==> src/rtl/alu_seq.sv <==
// Sequential ALU with a valid/ready handshake on both sides.
// Single-cycle opcodes produce a result on the edge after accept; opcode 0111
// runs a shift-add multiply over WIDTH steps and finishes on the next edge.
module alu_seq #(
  parameter int unsigned WIDTH = 4
) (
  input  logic             clk,
  input  logic             reset,
  input  logic             in_valid,
  output logic             in_ready,
  input  logic [3:0]       f,
  input  logic [WIDTH-1:0] a,
  input  logic [WIDTH-1:0] b,
  output logic             out_valid,
  input  logic             out_ready,
  output logic [WIDTH-1:0] s,
  output logic             carry,
  output logic             zero,
  output logic             neg,
  output logic             ovf
);

  localparam int unsigned CNT_W = $clog2(WIDTH + 1);
  localparam int unsigned PW    = 2 * WIDTH;

  localparam logic [3:0] OP_PASS_A = 4'b0000;
  localparam logic [3:0] OP_SUB    = 4'b0001;
  localparam logic [3:0] OP_PASS_B = 4'b0010;
  localparam logic [3:0] OP_ADD    = 4'b0011;
  localparam logic [3:0] OP_NAND   = 4'b0100;
  localparam logic [3:0] OP_SHL    = 4'b0101;
  localparam logic [3:0] OP_SHR    = 4'b0110;
  localparam logic [3:0] OP_MUL    = 4'b0111;

  // Result pattern for undefined opcodes: ones on even bit positions.
  localparam logic [63:0]      ALT64 = {16{4'h5}};
  localparam logic [WIDTH-1:0] ALT   = ALT64[WIDTH-1:0];

  typedef enum logic [1:0] {
    ST_IDLE = 2'd0,
    ST_BUSY = 2'd1,
    ST_DONE = 2'd2
  } state_e;

  state_e state_q, state_d;

  logic             armed_q;
  logic [WIDTH-1:0] s_q, s_d;
  logic             carry_q, carry_d;
  logic             ovf_q, ovf_d;
  logic [PW-1:0]    acc_q, acc_d;
  logic [PW-1:0]    mcand_q, mcand_d;
  logic [WIDTH-1:0] mplier_q, mplier_d;
  logic [CNT_W-1:0] cnt_q, cnt_d;

  logic             accept_c;
  logic             is_mul_c;
  logic             mul_last_c;
  logic [WIDTH:0]   sum_c;
  logic [WIDTH:0]   dif_c;
  logic [WIDTH-1:0] alu_s_c;
  logic             alu_carry_c;
  logic             alu_ovf_c;

  assign accept_c   = in_valid && in_ready;
  assign is_mul_c   = (f == OP_MUL);
  assign mul_last_c = (cnt_q == CNT_W'(WIDTH));

  // State register.
  always_ff @(posedge clk or negedge reset) begin
    if (!reset) begin
      state_q <= ST_IDLE;
    end else begin
      state_q <= state_d;
    end
  end

  // Next-state logic.
  always_comb begin
    state_d = state_q;
    case (state_q)
      ST_IDLE: begin
        if (accept_c) state_d = is_mul_c ? ST_BUSY : ST_DONE;
      end
      ST_BUSY: begin
        if (mul_last_c) state_d = ST_DONE;
      end
      ST_DONE: begin
        if (accept_c)       state_d = is_mul_c ? ST_BUSY : ST_DONE;
        else if (out_ready) state_d = ST_IDLE;
      end
      default: state_d = ST_IDLE;
    endcase
  end

  // Handshake outputs decoded from state; ready is withheld until the first edge after reset.
  always_comb begin
    in_ready  = 1'b0;
    out_valid = 1'b0;
    case (state_q)
      ST_IDLE: in_ready = armed_q;
      ST_DONE: begin
        in_ready  = out_ready;
        out_valid = 1'b1;
      end
      default: begin
        in_ready  = 1'b0;
        out_valid = 1'b0;
      end
    endcase
  end

  // Single-cycle ALU result and flags from the live request inputs.
  always_comb begin
    sum_c       = {1'b0, a} + {1'b0, b};
    dif_c       = {1'b0, a} - {1'b0, b};
    alu_s_c     = '0;
    alu_carry_c = 1'b0;
    alu_ovf_c   = 1'b0;
    case (f)
      OP_PASS_A: alu_s_c = a;
      OP_SUB: begin
        alu_s_c     = dif_c[WIDTH-1:0];
        alu_carry_c = dif_c[WIDTH];
        alu_ovf_c   = (a[WIDTH-1] != b[WIDTH-1]) && (dif_c[WIDTH-1] != a[WIDTH-1]);
      end
      OP_PASS_B: alu_s_c = b;
      OP_ADD: begin
        alu_s_c     = sum_c[WIDTH-1:0];
        alu_carry_c = sum_c[WIDTH];
        alu_ovf_c   = (a[WIDTH-1] == b[WIDTH-1]) && (sum_c[WIDTH-1] != a[WIDTH-1]);
      end
      OP_NAND: alu_s_c = ~(a & b);
      OP_SHL: begin
        alu_s_c     = {a[WIDTH-2:0], 1'b0};
        alu_carry_c = a[WIDTH-1];
      end
      OP_SHR: begin
        alu_s_c     = {1'b0, a[WIDTH-1:1]};
        alu_carry_c = a[0];
      end
      OP_MUL: alu_s_c = '0;
      default: begin
        alu_s_c     = ALT;
        alu_carry_c = 1'b1;
      end
    endcase
  end

  // Datapath next values: capture on accept, step the multiplier in BUSY, load result on finish.
  always_comb begin
    s_d      = s_q;
    carry_d  = carry_q;
    ovf_d    = ovf_q;
    acc_d    = acc_q;
    mcand_d  = mcand_q;
    mplier_d = mplier_q;
    cnt_d    = cnt_q;
    if (accept_c) begin
      if (is_mul_c) begin
        acc_d    = '0;
        mcand_d  = PW'(a);
        mplier_d = b;
        cnt_d    = '0;
      end else begin
        s_d     = alu_s_c;
        carry_d = alu_carry_c;
        ovf_d   = alu_ovf_c;
      end
    end else if (state_q == ST_BUSY) begin
      if (mul_last_c) begin
        s_d     = acc_q[WIDTH-1:0];
        carry_d = |acc_q[PW-1:WIDTH];
        ovf_d   = 1'b0;
      end else begin
        acc_d    = mplier_q[0] ? (acc_q + mcand_q) : acc_q;
        mcand_d  = {mcand_q[PW-2:0], 1'b0};
        mplier_d = {1'b0, mplier_q[WIDTH-1:1]};
        cnt_d    = cnt_q + CNT_W'(1);
      end
    end
  end

  // Datapath registers; reset discards any multiply in flight.
  always_ff @(posedge clk or negedge reset) begin
    if (!reset) begin
      armed_q  <= 1'b0;
      s_q      <= '0;
      carry_q  <= 1'b0;
      ovf_q    <= 1'b0;
      acc_q    <= '0;
      mcand_q  <= '0;
      mplier_q <= '0;
      cnt_q    <= '0;
    end else begin
      armed_q  <= 1'b1;
      s_q      <= s_d;
      carry_q  <= carry_d;
      ovf_q    <= ovf_d;
      acc_q    <= acc_d;
      mcand_q  <= mcand_d;
      mplier_q <= mplier_d;
      cnt_q    <= cnt_d;
    end
  end

  assign s     = s_q;
  assign carry = carry_q;
  assign ovf   = ovf_q;
  assign zero  = (s_q == '0);
  assign neg   = s_q[WIDTH-1];

endmodule

==> config.mk <==
export PLATFORM = sky130hd
export DESIGN_NAME = alu_seq
export DESIGN_NICKNAME = d
export VERILOG_FILES = /design/src/rtl/alu_seq.sv
export SDC_FILE = /design/constraint.sdc
export NUM_CORES = 1
export LEC_CHECK = 0
export ABC_AREA = 1
export CAP_MARGIN = 10
export CORE_MARGIN = 1.5
export CORE_UTILIZATION = 40
export CTS_BUF_LIST = sky130_fd_sc_hd__clkbuf_4
export DETAILED_ROUTE_END_ITERATION = 12
export SYNTH_ARGS = -nofsm -noshare
export SYNTH_HDL_FRONTEND = slang
export SYNTH_SLANG_ARGS = --single-unit
==> constraint.sdc <==
create_clock -name clk -period 1.7 [get_ports clk]
set_clock_uncertainty 0.2 [all_clocks]
set_input_delay 0.17 -clock clk [delete_from_list [all_inputs] [get_ports clk]]
set_output_delay 0.17 -clock clk [all_outputs]
set_load 0.05 [all_outputs]
Word level (Yosys, flattened, before mapping). Index checks and enable logic that the tools add are counted.

Register bits after elaboration: 32. Logic and storage cells: 90.

Add/subtract/negate cells: 4. Eq/ne operators: 20. Multiplexer cells: 40. Bitwise logic cells: 2. Reductions and logical operators: 15.

Operators with widths (number): $mux 8 (9); $mux 4 (8); $pmux 4 s7 (1); $eq 4x3->1 const B (4); $mux 3 (4); $mux 2 (5); $mux 1 (9); $reduce_and 3->1 (3); $add 8x8->8 (1); $eq 4x2->1 const B (2); $logic_not 4->1 (2); $ne 2x2->1 const B (4); $pmux 2 s3 (1); $reduce_bool 2->1 (3); $add 4x4->5 (1); $pmux 1 s5 (1); $sub 4x4->5 (1); $and 4x4->4 (1); $eq 4x1->1 const B (1); $not 4->4 (1); $pmux 1 s2 (2); $reduce_and 4->1 (1); $reduce_or 4->1 (1); $add 3x1->3 const B (1); other kinds (10) (14).

Depth between registers and ports, before layout.
Depth after elaboration: 6. Mapped depth: 11. Depth with buffers taken out: 11.

Worst setup path before layout. No wires, ideal clock.

Path kind: register to output. Start: register s_q[1], in the netlist s[1]. End: output port zero. Arrival: 2.166 ns. Required time: 1.330 ns. Path slack: -0.836 ns. Cell stages (with the launch flop): 2. Buffers on the path: 0. Cells stage by stage: dfrtp_1 > nor4_1.

Cells in the longest elaborated chain, start to end: 1.

RTL lines: start, declared (line 48) `logic [WIDTH-1:0] s_q, s_d;`; start signal, assigned (line 188) `s_q <= '0;`; start signal, assigned (line 197) `s_q <= s_d;`; $logic_not 4->1 (line 210) `assign zero = (s_q == '0);`; end, declared (line 18) `output logic zero,`.

Every way passes these cells.

Worst setup path after layout.
Start: register state_q[1]. End: register cnt_q[2].

Cells in the longest elaborated chain, start to end: 5. Elaborated cells between the ends (all ways): 10. Those cells by class: eq/ne: 4; mux: 2; reduce/logical: 4.

RTL lines: start, declared (line 45) `state_e state_q, state_d;`; start signal, assigned (line 74) `state_q <= state_d;`; $eq 2x2->1 / $logic_not 2->1 (equally long branches) (line 100) `case (state_q)`; $pmux 1 s2 (line 100); $logic_and 1x1->1 (line 65) `assign accept_c = in_valid && in_ready;`; $ne 2x1->1 (no line) (tied with other cells); $reduce_and 3->1 (no line); end signal, assigned (line 203) `cnt_q <= cnt_d;`; end, declared (line 54) `logic [CNT_W-1:0] cnt_q, cnt_d;`.

Parallel ways exist; a longest one is shown, timed or not. A chain may end at the register's enable or synchronous reset.

==> impl_summary.txt <==
----------------------------------------------------
[Status]
  Run status ... finished, violations left
  Failing checks ... setup timing

[Synth]
  Part of the Yosys area used for sequential elements ... 33.8%
  Largest family of logic cells by synthesized area ... simple AND/OR/NAND/NOR gates
  Area share of and/or/nand/nor cells after synthesis ... 33.3%
  Xor and xnor area share after synthesis ... 1.85%
  Top_reg_cell synth ... dfrtp_1
  Share of cell area taken by muxes after synthesis ... 0%
  Post-Syn Area per Cell ... 6.97 um^2
  Synthesized flop and latch total ... 32
  Synthesis warning total ... 0
  Netlist cell types ... 35
  Synth Cell Area ... 2370 um^2
  Share of synthesized flip-flops with an asynchronous set or reset ... 100%
  Complex-gate fraction of the synthesized area ... 11.2%
  Arithmetic-cell share of the synthesized area counting full adders, half adders and majority gates ... 11.5%
  Synthesized net count ... 376
  Synth Instances ... 340
  Number of enable flip-flop cells after synthesis ... 0

[Critical path]
  Worst-path cell with the longest stage delay ... dfrtp_1
  Cells traversed along the worst timing path ... nor2_1 > nand2_1 > o21ai_4 > nand4_1 > buf_4 > nand2_8 > nand2_8 > buf_6 > o21ai_2
  Launching point of the worst reg2reg path ... state_q[1]$_DFFE_PN0P_
  First element of the critical path ... state_q[1]$_DFFE_PN0P_
  Critical path endpoint category ... flip-flop
  Type of the setup path with the least slack ... flip-flop to flip-flop
  Cell occurring most often along the worst timing path ... nand2_8
  Largest fanout of any net on the critical path ... 8
  WP data required ... 1770 ps
  CP arrival ... 1800 ps
  Startpoint types ... flip-flop
  Slowest stage delay, CP ... 430 ps

[Power]
  Maximum vdd ir drop ... 0.794 mV
  Leakage ... 1.88 nW
  Total power after layout ... 5.20 mW
  Total power divided by cell area ... 1470 nW/um^2

[Global route]
  Number of global-route vias before repair ... 2,435
  Grt ovf ... 0
  Initial antenna violation count ... 0
  Global-route wire length before repair ... 11,500 um
  Pin count of the biggest net entering global routing ... 33
  Global-route total usage across every layer ... 23.3%

[Route]
  Drt total wl ... 6880 um
  Residual antenna-violating net count after detailed routing ... 0
  Initial drt markers ... 127
  Via count ... 2,466
  Average wire length per cell after detail routing ... 13.5 um
  Vias per cell ... 4.85
  Drt drc ... 0
  Detailed Routing Iterations Pass 1 ... 4

[Die]
  Number of I/O pins ... 26
  Die Span X ... 80.0 um
  Initial core utilization ... 42.3%
  Number of rows created at floorplan ... 27
  Vertical die dimension ... 80.0 um
  Placeable core area ... 5610 um^2
  Die Area ... 6400 um^2

[Place]
  Port Buffer Count ... 25
  Post-place setup slack ... -563 ps
  DP Cell Count ... 490
  Gp weighted congestion ... 0.897
  HPWL Detailed ... 5120 um
  Area post-placement ... 3200 um^2

[Timing]
  Final number of hold-violating endpoints ... 0
  Number of failing setup endpoints in the final timing report ... 8
  Max Slew Vio Count ... 0
  Crit path setup slack, layout ... -28.3 ps
  Final cycle utilization of the critical path ... 102%
  Final min period ... 1730 ps
  Unrepaired setup endpoints after global routing ... yes
  Worst hold slack across all endpoints ... 30.7 ps
  Timing-limited maximum frequency ... 579 MHz
  Accumulated negative setup slack ... -108 ps

[Layout]
  Filler cell count ... 512
  Final cell count without fillers ... 508
  Final core utilization ... 63.2%
  Nets ... 471
  Sequential cell area ... 805 um^2
  Area of all placed cells without fillers ... 3540 um^2
  Proportion of layout cells with a drive suffix above 1 ... 31.0%
  Area of the multi-input gates ... 1590 um^2
  Ant diodes ... 0
  Synthesis-to-finish area growth ... 49.4%

[CTS]
  Clock Pin Slew Worst Setup and Hold Paths ... 100 ps
  Clock H-tree levels ... 2
  Inserted Clock Buffers ... 5
  Skew-Pair Late Insertion Delay ... 340 ps
  Maximum root-to-sink buffer count ... 2
  TritonCTS clock tree ... yes
  Hold buffer count at cts ... 0
  Library cell used as clock root buffer ... clkbuf_4
  Sink Count ... 32

[Run]
  Max capacitance violation total ... 0

[Min path]
  Min-Delay Path Class ... primary input to async pin

----------------------------------------------------
layout make-up:
type                    count  share of cell area (%)
flip-flops and latches     32                    22.7
repair inverters            1                   0.318
inverters                  43                    4.91
well taps                  72                    2.54
clock inverters             1                   0.106
multi-input cells         262                    44.8
clock buffers               7                    1.48
repair buffers             90                    23.1
power breakdown:
group | leakage (nW) | total (mW) | switching (mW) | internal, mW
clock network | 0.0338 | 0.458 | 0.267 | 0.191
registers | 0.421 | 1.36 | 0.293 | 1.07
logic | 1.42 | 3.39 | 1.85 | 1.54
cell usage in the layout, fill, tap and decap left out, types with 3 or more instances in the layout:
| cell type | Yosys | layout |
|---|---|---|
| dlygate4sd2_1 | 0 | 3 |
| xnor2_1 | 3 | 3 |
| nand2_1 | 119 | 107 |
| o21ai_0 | 19 | 12 |
| dfrtp_1 | 32 | 29 |
| buf_12 | 0 | 8 |
| a21oi_2 | 0 | 5 |
| nor3_1 | 4 | 4 |
| nand4_1 | 3 | 3 |
| nand2_4 | 3 | 6 |
| a21oi_1 | 14 | 9 |
| inv_2 | 0 | 5 |
| clkbuf_4 | 0 | 7 |
| nand2_8 | 0 | 3 |
| ha_4 | 0 | 4 |
| ha_1 | 17 | 11 |
| o21ai_1 | 5 | 11 |
| inv_1 | 42 | 37 |
| dfrtp_2 | 0 | 3 |
| nor2_1 | 32 | 31 |
| nand3_1 | 17 | 15 |
| nand2_2 | 3 | 10 |
| buf_4 | 2 | 66 |
| clkdlybuf4s50_1 | 0 | 9 |
timing repair:
item                                    in CTS  in global routing
buffers inserted                             4                  4
gates cloned                                 0                  2
endpoints found under the setup margin      25                 31
pin swaps                                    8                 12
resized for setup                           22                 40
cells in the mapped netlist (all sizes together), types with 3 or more instances:
cell	n	share of area, %
inv	43	6.9
nor2	33	5.3
xnor2	3	1.1
buf	3	1.1
fa	3	2.5
nand4	3	0.79
ha	17	9.0
nor3	4	0.84
nand3	17	3.6
nand2	125	21
dfrtp	32	34
a21oi	14	3.0
o21ai	26	6.1
routing by layer:
metal	GRT usage, %	vias to the layer above	routed length (um)
li1	-	1278	-
met1	33.0	1126	3290
met2	36.5	49	3110
met3	3.43	13	352
met4	7.41	0	124
met5	0	-	0
final timing paths:
check	to	slack [ps]	cells after the start
hold reg to reg	mplier_q[2]$_DFFE_PN0P_	290	2
max in group asynchronous	s[1]$_DFFE_PN0P_	930	2
setup / recovery	cnt_q[2]$_DFFE_PN0P_	-30	9
setup reg to reg	cnt_q[2]$_DFFE_PN0P_	-30	9
hold / removal	ovf$_DFFE_PN0P_	30	2
min in group clk	mcand_q[0]$_DFFE_PN0P_	170	4
cell families after synthesis:
| family | Yosys count |
|---|---|
| AOI/OAI and AO/OA | 47 |
| DFF | 32 |
| buffers and inverters | 47 |
| and+or+nand+nor | 188 |
| other | 1 |
| adders and majority gates | 20 |
| xor gates and xnor gates | 5 |
state kept, by name, summed over array words and instances, names as in the netlist, 2 cells and up:
| register | cells |
|---|---|
| cnt_q | 3 |
| mcand_q | 8 |
| s | 4 |
| state_q | 2 |
| acc_q | 8 |
| mplier_q | 4 |
critical path: cells and delay by family, from the launching register on:
kind,cells,cell delay (ps)
AO/OA/AOI/OAI,2,200
buffers and inverters,2,310
flip-flops,1,430
AND/OR/NAND/NOR,5,520
Power figures use the tool's default switching activity.
